===== src/rtl/sdram_arb_pkg.sv =====
// Shared types and default widths for the two-requester SDRAM bridge arbiter.
package sdram_arb_pkg;

  localparam int unsigned DefAddrW      = 32;
  localparam int unsigned DefDataW      = 64;
  localparam int unsigned DefBurstW     = 8;
  localparam int unsigned DefMaxPending = 128;

  typedef enum logic [1:0] {
    StIdle,
    StRdGrant,
    StWrBurst
  } arb_state_e;

  typedef enum logic {
    ReqRead,
    ReqWrite
  } req_id_e;

endpackage


===== src/rtl/sdram_read_tracker.sv =====
// Counts read beats accepted by the bridge but not yet returned; flags
// returns with nothing outstanding and any attempt to exceed the bound.
module sdram_read_tracker
  import sdram_arb_pkg::*;
#(
  parameter int unsigned BURST_W     = DefBurstW,
  parameter int unsigned MAX_PENDING = DefMaxPending,
  parameter int unsigned PEND_W      = $clog2(MAX_PENDING + 1)
) (
  input  logic               clk_i,
  input  logic               rst_ni,
  input  logic               add_valid_i,
  input  logic [BURST_W-1:0] add_beats_i,
  input  logic               beat_valid_i,
  output logic [PEND_W-1:0]  pending_o,
  output logic               err_o
);

  logic [PEND_W-1:0] pending_q, pending_d;
  logic [31:0]       sum;
  logic              underflow;
  logic              overflow;

  always_comb begin
    underflow = beat_valid_i && (pending_q == '0);
    // A stray beat is not subtracted, so the counter can never wrap below zero.
    sum = 32'(pending_q)
        + (add_valid_i ? 32'(add_beats_i) : 32'd0)
        - ((beat_valid_i && !underflow) ? 32'd1 : 32'd0);
    overflow  = sum > MAX_PENDING;
    pending_d = overflow ? PEND_W'(MAX_PENDING) : PEND_W'(sum);
  end

  always_ff @(posedge clk_i or negedge rst_ni) begin
    if (!rst_ni) begin
      pending_q <= '0;
    end else begin
      pending_q <= pending_d;
    end
  end

  assign pending_o = pending_q;
  assign err_o     = underflow || overflow;

endmodule


===== src/rtl/sdram_port_arbiter.sv =====
// Round-robin arbiter sharing one Avalon-MM bridge port between a read-only
// pixel fetcher and a write-only result writer; write bursts hold the grant.
module sdram_port_arbiter
  import sdram_arb_pkg::*;
#(
  parameter int unsigned ADDR_W      = DefAddrW,
  parameter int unsigned DATA_W      = DefDataW,
  parameter int unsigned BURST_W     = DefBurstW,
  parameter int unsigned MAX_PENDING = DefMaxPending,
  parameter int unsigned PEND_W      = $clog2(MAX_PENDING + 1)
) (
  input  logic                clk_clk,
  input  logic                reset_reset_n,
  input  logic [ADDR_W-1:0]   rd_address,
  input  logic [BURST_W-1:0]  rd_burstcount,
  input  logic                rd_read,
  output logic                rd_waitrequest,
  output logic [DATA_W-1:0]   rd_readdata,
  output logic                rd_readdatavalid,
  input  logic [ADDR_W-1:0]   wr_address,
  input  logic [BURST_W-1:0]  wr_burstcount,
  input  logic                wr_write,
  input  logic [DATA_W-1:0]   wr_writedata,
  input  logic [DATA_W/8-1:0] wr_byteenable,
  output logic                wr_waitrequest,
  output logic [ADDR_W-1:0]   avm_address,
  output logic [BURST_W-1:0]  avm_burstcount,
  output logic                avm_read,
  output logic                avm_write,
  output logic [DATA_W-1:0]   avm_writedata,
  output logic [DATA_W/8-1:0] avm_byteenable,
  input  logic                avm_waitrequest,
  input  logic [DATA_W-1:0]   avm_readdata,
  input  logic                avm_readdatavalid,
  output logic [PEND_W-1:0]   pending_beats,
  output logic                err_sticky
);

  arb_state_e         state_q, state_d;
  req_id_e            last_q, last_d;
  logic [BURST_W-1:0] wr_rem_q, wr_rem_d;
  logic               wr_first_q, wr_first_d;
  logic               err_q, err_d;

  logic [BURST_W-1:0] rd_burst_eff;
  logic [BURST_W-1:0] wr_burst_eff;
  logic [BURST_W-1:0] wr_rem_next;
  logic               rd_eligible;
  logic               rd_accept;
  logic               cmd_err;
  logic               trk_err;

  // A zero burstcount is served as a single beat.
  assign rd_burst_eff = (rd_burstcount == '0) ? BURST_W'(1) : rd_burstcount;
  assign wr_burst_eff = (wr_burstcount == '0) ? BURST_W'(1) : wr_burstcount;
  assign rd_eligible  = rd_read &&
                        ((32'(pending_beats) + 32'(rd_burst_eff)) <= MAX_PENDING);

  always_comb begin
    state_d        = state_q;
    last_d         = last_q;
    wr_rem_d       = wr_rem_q;
    wr_first_d     = wr_first_q;
    wr_rem_next    = '0;
    rd_accept      = 1'b0;
    cmd_err        = 1'b0;
    avm_read       = 1'b0;
    avm_write      = 1'b0;
    avm_address    = rd_address;
    avm_burstcount = rd_burstcount;
    rd_waitrequest = 1'b1;
    wr_waitrequest = 1'b1;

    unique case (state_q)
      StIdle: begin
        // On a tie the requester not served last wins.
        if (rd_eligible && (!wr_write || (last_q == ReqWrite))) begin
          state_d = StRdGrant;
        end else if (wr_write) begin
          state_d    = StWrBurst;
          wr_first_d = 1'b1;
        end
      end
      StRdGrant: begin
        avm_read       = 1'b1;
        rd_waitrequest = avm_waitrequest;
        if (!avm_waitrequest) begin
          rd_accept = 1'b1;
          cmd_err   = (rd_burstcount == '0);
          last_d    = ReqRead;
          state_d   = StIdle;
        end
      end
      StWrBurst: begin
        avm_write      = wr_write;
        avm_address    = wr_address;
        avm_burstcount = wr_burstcount;
        wr_waitrequest = avm_waitrequest;
        if (wr_write && !avm_waitrequest) begin
          if (wr_first_q) begin
            cmd_err     = (wr_burstcount == '0);
            wr_rem_next = wr_burst_eff - 1'b1;
          end else begin
            wr_rem_next = wr_rem_q - 1'b1;
          end
          wr_first_d = 1'b0;
          wr_rem_d   = wr_rem_next;
          if (wr_rem_next == '0) begin
            last_d  = ReqWrite;
            state_d = StIdle;
          end
        end
      end
      default: state_d = StIdle;
    endcase

    err_d = err_q | cmd_err | trk_err;
  end

  always_ff @(posedge clk_clk or negedge reset_reset_n) begin
    if (!reset_reset_n) begin
      state_q    <= StIdle;
      last_q     <= ReqWrite;
      wr_rem_q   <= '0;
      wr_first_q <= 1'b0;
      err_q      <= 1'b0;
    end else begin
      state_q    <= state_d;
      last_q     <= last_d;
      wr_rem_q   <= wr_rem_d;
      wr_first_q <= wr_first_d;
      err_q      <= err_d;
    end
  end

  sdram_read_tracker #(
    .BURST_W     (BURST_W),
    .MAX_PENDING (MAX_PENDING),
    .PEND_W      (PEND_W)
  ) u_read_tracker (
    .clk_i        (clk_clk),
    .rst_ni       (reset_reset_n),
    .add_valid_i  (rd_accept),
    .add_beats_i  (rd_burst_eff),
    .beat_valid_i (avm_readdatavalid),
    .pending_o    (pending_beats),
    .err_o        (trk_err)
  );

  assign avm_writedata    = wr_writedata;
  assign avm_byteenable   = wr_byteenable;
  assign rd_readdata      = avm_readdata;
  assign rd_readdatavalid = avm_readdatavalid;
  assign err_sticky       = err_q;

endmodule


===== config.mk =====
export PLATFORM = sky130hd
export DESIGN_NAME = sdram_port_arbiter
export DESIGN_NICKNAME = d
export VERILOG_FILES = /design/src/rtl/sdram_arb_pkg.sv /design/src/rtl/sdram_read_tracker.sv /design/src/rtl/sdram_port_arbiter.sv
export SDC_FILE = /design/constraint.sdc
export NUM_CORES = 1
export LEC_CHECK = 0
export CAP_MARGIN = 5
export CORE_AREA = 2 2 159 161
export CTS_BUF_LIST = sky130_fd_sc_hd__clkbuf_8
export CTS_CLUSTER_SIZE = 16
export DETAILED_ROUTE_END_ITERATION = 7
export DIE_AREA = 0 0 161 163
export HOLD_SLACK_MARGIN = 0.06
export SLEW_MARGIN = 20
export SYNTH_ARGS = -nofsm -noshare
export SYNTH_HDL_FRONTEND = slang
export SYNTH_SLANG_ARGS = --single-unit

===== constraint.sdc =====
create_clock -name clk_clk -period 3.69 [get_ports clk_clk]
set_input_delay 0.738 -clock clk_clk [delete_from_list [all_inputs] [get_ports clk_clk]]
set_output_delay 0.738 -clock clk_clk [all_outputs]
set_load 0.01 [all_outputs]

==> results of run 1 <==
[timing repair]
action                     CTS  global route
resized for setup           36            23
pin swaps                   14            21
hold endpoints to repair     0             0
hold buffers                 0             0
setup endpoints to repair   12            12
setup buffers                7             2
[routing by layer]
layer	track usage	share of wire	vias to the layer above
met2	0.215	0.50	225
met4	0.0438	0.030	2
met3	0.0647	0.14	41
li1	-	-	1502
met1	0.115	0.33	1454
met5	0.0208	0.0041	-
[cells in the final DEF (no fill, tap or decap), types with 6 or more instances in the layout]
cell type        synthesis  final
o21ai_0                 14     13
mux2_2                  41     41
buf_4                  137     63
clkdlybuf4s50_1          0    128
inv_1                   37     33
a21oi_1                 15     11
dfrtp_1                 20     20
nor2_1                   8      7
xor2_1                   6      6
mux2i_1                  7      7
ha_1                    30     26
nand2_1                 24     23
[sequential cells by signal, summed over array words and instances, names as in the netlist]
| name | flops |
|---|---|
| wr_first_q | 1 |
| state_q | 2 |
| err_sticky | 1 |
| wr_rem_q | 8 |
| u_read_tracker.pending_o | 8 |
| last_q | 1 |
[power breakdown]
group          leakage, nW  internal, mW  switching, mW
Combinational         1.83          1.45           1.20
Sequential           0.260         0.313         0.0599
Clock               0.0217        0.0765         0.0865
Total                 2.11          1.84           1.34
[final cells by class]
cell class	count	area share
clock buffer	3	0.00807
tap	330	0.0807
multi-input combinational	238	0.413
clock inverter	1	0.00147
timing repair buffer	204	0.367
inverter	37	0.0272
sequential	21	0.103
[final timing paths]
path                                                   from           to  slack (ns)  depth (start not counted)
worst min-delay path                          reset_reset_n   state_q[0]        0.43                          1
worst max-delay path                       rd_burstcount[1]   err_sticky        0.01                         18
max in group asynchronous                     reset_reset_n       last_q        2.90                          1
worst max register to register  u_read_tracker.pending_o[1]   err_sticky        0.02                         18
min in group clk_clk                            wr_rem_q[7]  wr_rem_q[7]        0.50                          2
worst min register to register                  wr_rem_q[7]  wr_rem_q[7]        0.50                          2
[logic make-up (layout without fill, tap and decap cells)]
family | Yosys count | after routing | share of synthesized area
XOR/XNOR | 11 | 11 | 0.0260
multiplexers | 48 | 48 | 0.143
flip-flops | 21 | 21 | 0.142
adder cells (fa/ha/maj) | 32 | 32 | 0.112
AO/OA/AOI/OAI | 70 | 70 | 0.132
AND/OR/NAND/NOR | 77 | 77 | 0.114
buffers and inverters | 188 | 245 | 0.331
==> run_results.csv, run 1 <==
group,metric,value,unit
run_status,status,"finished, final reports clean",
timing,slew_viol_final,0,
cells_and_area,nets,759,
global_routing,grt_pass1_wl,22700,µm
clocking,cts_buffers,3,
cells_and_area,fill_cells,2704,
synth,synth_cell_type_count,60,
synth,synth_flop_cell,"dfrtp_1",
timing,relSlewSlack,0.658,
timing,finalCriticalPeriod,3.68,ns
clocking,cts_root_buf,"clkbuf_8",
routing,viasPerCell,3.87,
power,p_leak,2.11,nW
power,peakVddDrop,0.283,mV
worst_hold_path,min_path_type,"in2async",
power,cellPowerDensity,622,mW/mm²
synth,ys_seq_area_frac,0.142,
place,placed_area,0.00487,mm²
global_routing,grtUsageTotal,0.120,
timing,post-route-worst-setup-slack,0.0137,ns
synth,syn_area_per_cell,8.30,µm²
routing,first_pass_iters,4,
synth,syn-instance-count,447,
synth,yosysWarnings,0,
synth,synth.largest_area_cell,"buf_4",
setup_path,cp_max_fo,3,
clocking,tritoncts,"done",
setup_path,end_kind,"flop",
setup_path,critical_path.top_delay_family,"simple AND/OR/NAND/NOR gates",
floorplanning,ios,412,
cells_and_area,n_antenna_cell,0,
timing,setup_viol,0,
timing,hold_violations,0,
cells_and_area,layout.cells.non_filler,834,
global_routing,grt_remaining_overflow,0,
synth,synth_commonest_cells,"buf_4 (137), mux2_2 (41), inv_1 (37)",
floorplanning,rows,58,
setup_path,worst-path-buf-inv,3,
timing,fmax,272,MHz
synth,syn_nets,701,
timing,fin_tns_setup,0,ns
routing,wl,16800,µm
setup_path,startpoint_type,"primary input",
timing,worst_hold_slack,0.427,ns
floorplanning,die_y,163,µm
synth,synth_edf_count,0,
setup_path,worstPathArrival,3.83,ns
cells_and_area,multi_input_area,0.00211,mm²
clocking,htreeDepth,1,
routing,drtIter0Drc,87,
cells_and_area,syn_to_final_growth,37.8,%
synth,synth_top_area_share,0.277,
synth,synthTopCellsByArea,"buf_4 (28%), dfrtp_1 (13%), mux2_2 (12%), ha_1 (10%), inv_1 (3.7%)",
clocking,clk_latency,0.27,ns
place,io_buffer_count,139,
setup_path,worstSetupPathType,"in2reg",
floorplanning,fp.dieW,161,µm
clocking,clock-sinks,21,
power,totalPowerFinal,3.18,mW
place,dp_hpwl,14700,µm
cells_and_area,drive_above_1_share,0.308,
place,gp_congestion,0.845,
synth,syn-cell-area,0.00371,mm²
clocking,clk_pin_slew,0.09,ns
timing,rsz0062_at_grt,"yes",
place,dp_cells,822,
run,drv_cap,0,
routing,via_count,3224,
setup_path,required,3.85,ns
cells_and_area,final_cell_area,0.00511,mm²
global_routing,antenna_found_initial,2,
floorplanning,start_util,0.150,
floorplanning,design.die.area,0.0262,mm²
setup_path,max_stage_delay,0.35,ns
clocking,cts_max_path_buffers,2,
cells_and_area,seq_area,527,µm²
synth,ys_async_sr_fraction,1.00,
routing,drc,0,
synth,synth_most_common_cell,"buf_4",
timing,fin_skew,0.0110,ns
routing,postRouteAntennaNets,0,
timing,period_share,0.996,
floorplanning,core_area,0.0247,mm²
synth,synth_seq_cells,21,
routing,post_drt_wl_per_cell,20.1,µm
global_routing,grt_max_degree,36,
setup_path,slowest_stage,"fa_2",
place,dp_slack,-0.718,ns
global_routing,grt_pass1_vias,3297,
cells_and_area,fin_util,0.207,
timing,tightest_slew,0.512,ns
setup_path,crit_chain,"dlygate4sd2_1 -> nor4_4 -> nand2_4 -> a21oi_2 -> ha_2 -> inv_2 -> fa_2 -> nor2b_2 -> o21ai_2 -> a21boi_2 -> buf_4 -> o31a_1 -> o21a_1 -> nor2_2 -> ha_1 -> nand2b_1 -> a21o_1 -> or3_1",
No activity file was read; power rests on OpenSTA's default activity.
==> inputs of run 2 (changes only) <==
SLEW_MARGIN = not set   (was 20)
==> run_results.csv, run 2 (synthesized netlist as in run 1, its figures left out) <==
group,metric,value,unit
run_status,status,"finished, final reports clean",
routing,drc,0,
setup_path,slowest_stage,"fa_2",
global_routing,grt_max_degree,36,
clocking,clock-sinks,21,
worst_hold_path,min_delay_path_depth,2,
setup_path,worstSetupPathType,"in2reg",
timing,fin_skew,0.0110,ns
routing,wl_met2,8350,µm
setup_path,end_kind,"flop",
routing,post_drt_wl_per_cell,20.2,µm
cells_and_area,fill_cells,2703,
routing,via_count,3225,
timing,fmax,272,MHz
setup_path,crit_chain,"dlygate4sd2_1 -> nor4_4 -> nand2_4 -> a21oi_2 -> ha_2 -> inv_2 -> fa_2 -> nor2b_2 -> o21ai_2 -> a21boi_2 -> buf_4 -> o31a_1 -> o21a_1 -> nor2_2 -> ha_1 -> nand2b_1 -> a21o_1 -> or3_1",
floorplanning,core_area,0.0247,mm²
timing,rsz0062_at_grt,"yes",
power,p_leak,2.11,nW
cells_and_area,n_antenna_cell,0,
clocking,hold_buffers,0,
floorplanning,ios,412,
setup_path,required,3.85,ns
cells_and_area,multi_input_area,0.00211,mm²
setup_path,cp_max_fo,3,
cells_and_area,drive_above_1_share,0.306,
clocking,clk_latency,0.27,ns
setup_path,critical_path.top_delay_family,"simple AND/OR/NAND/NOR gates",
clocking,cts_buffers,3,
power,peakVddDrop,0.283,mV
place,io_buffer_count,139,
setup_path,reg2reg_depth,18,
routing,postRouteAntennaNets,0,
clocking,clk_pin_slew,0.09,ns
cells_and_area,seq_area,527,µm²
clocking,cts_max_path_buffers,2,
setup_path,startpoint_type,"primary input",
timing,relSlewSlack,0.314,
cells_and_area,mostFrequentLayoutCell,"clkdlybuf4s50_1",
setup_path,worstPathArrival,3.83,ns
routing,highest_layer,"met5",
timing,hold_violations,0,
place,gp_congestion,0.845,
setup_path,regToRegSetupSlack,0.02,ns
cells_and_area,nets,759,
routing,viasPerCell,3.87,
floorplanning,start_util,0.150,
cells_and_area,syn_to_final_growth,38.0,%
timing,setup_viol,0,
timing,tightest_slew,1.03,ns
routing,m1WireLength,5500,µm
setup_path,worst-path-buf-inv,3,
floorplanning,die_y,163,µm
timing,finalCriticalPeriod,3.67,ns
timing,slew_viol_final,0,
cells_and_area,layout.cells.non_filler,834,
setup_path,r2r_end,"err_sticky",
global_routing,grt_pass1_wl,22700,µm
power,totalPowerFinal,3.18,mW
global_routing,antenna_found_initial,2,
floorplanning,design.die.area,0.0262,mm²
worst_hold_path,holdPathEnd,"wr_rem_q[7]",
clocking,cts_root_buf,"clkbuf_8",
worst_hold_path,min_path_type,"reg2reg",
power,cellPowerDensity,622,mW/mm²
cells_and_area,final_cell_mix,"clkdlybuf4s50_1 (129), buf_4 (63), mux2_2 (41)",
routing,drtIter0Drc,86,
global_routing,grtUsageTotal,0.120,
global_routing,grt_pass1_vias,3297,
place,dp_cells,822,
timing,period_share,0.995,
global_routing,grt_remaining_overflow,0,
run,drv_cap,0,
routing,first_pass_iters,4,
cells_and_area,fin_util,0.207,
place,dp_hpwl,14700,µm
routing,wl,16800,µm
worst_hold_path,min-delay-start,"wr_rem_q[7]",
clocking,tritoncts,"done",
setup_path,max_stage_delay,0.35,ns
floorplanning,fp.dieW,161,µm
setup_path,r2r_start,"u_read_tracker.pending_o[1]",
routing,wl_met3,2380,µm
floorplanning,rows,58,
clocking,htreeDepth,1,
[run 2: worst max path at each step]
stage                                startpoint         end  slack [ns]  depth (start not counted)
finish                         rd_burstcount[1]  err_sticky        0.02                         18
global route                   rd_burstcount[1]  err_sticky       -0.19                         18
CTS                 u_read_tracker.pending_o[3]  err_sticky        0.01                         15
detailed placement             rd_burstcount[5]  err_sticky       -0.72                         15
global placement               rd_burstcount[4]  err_sticky       -0.72                         15
floorplan                       avm_waitrequest  err_sticky        0.05                         14
[run 2: power breakdown]
part           switching, mW  total, mW  internal, mW
logic                   1.20       2.65          1.45
clock network         0.0865      0.163        0.0765
registers             0.0600      0.373         0.313
total                   1.34       3.18          1.84
[run 2: cell type report]
| type | count | share of cell area |
|---|---|---|
| multi-input cells | 238 | 0.412 |
| repair buffers | 204 | 0.368 |
| flip-flops and latches | 21 | 0.103 |
| well taps | 330 | 0.0807 |
| inverters | 37 | 0.0271 |
| clock buffers | 3 | 0.00807 |
| clock inverters | 1 | 0.00147 |
[run 2: stage by stage]
stage / TNS (ns) / area [µm²] / worst slack [ns] / hold slack (ns)
global placement: -7.32 / 4870 / -0.715 / 0.461
detailed placement: -6.94 / 4870 / -0.718 / 0.488
finish: 0 / 5120 / 0.0171 / 0.500
CTS: 0 / 5030 / 0.00968 / 0.504
floorplan: 0 / 3710 / 0.0479 / 0.442
global route: -1.05 / 5120 / -0.190 / 0.552
[run 2: repair_timing]
| action | in CTS | in global routing |
|---|---|---|
| endpoints found under the setup margin | 12 | 12 |
| resized for setup | 36 | 23 |
| pin swaps | 14 | 21 |
| setup buffers | 7 | 2 |
| hold endpoints to repair | 0 | 0 |
[run 2: metal layers]
metal	vias to the layer above	global-route usage
met1	1453	0.115
met5	-	0.0208
met3	42	0.0647
met4	2	0.0438
met2	226	0.215
li1	1502	-
[run 2: worst register-to-register path, delay by kind of cell (launching register included)]
family / cells / cell delay [ns]
flops: 1 / 0.40
fa+ha+maj: 4 / 1.08
simple gates: 5 / 1.04
compound gates: 6 / 0.80
buf+inv: 3 / 0.23
==> inputs of run 3 (changes only) <==
SLEW_MARGIN = 20   (was not set)
==> results of run 3 <==
Same layout as run 1: the final DEF is identical, and so are final timing and power.
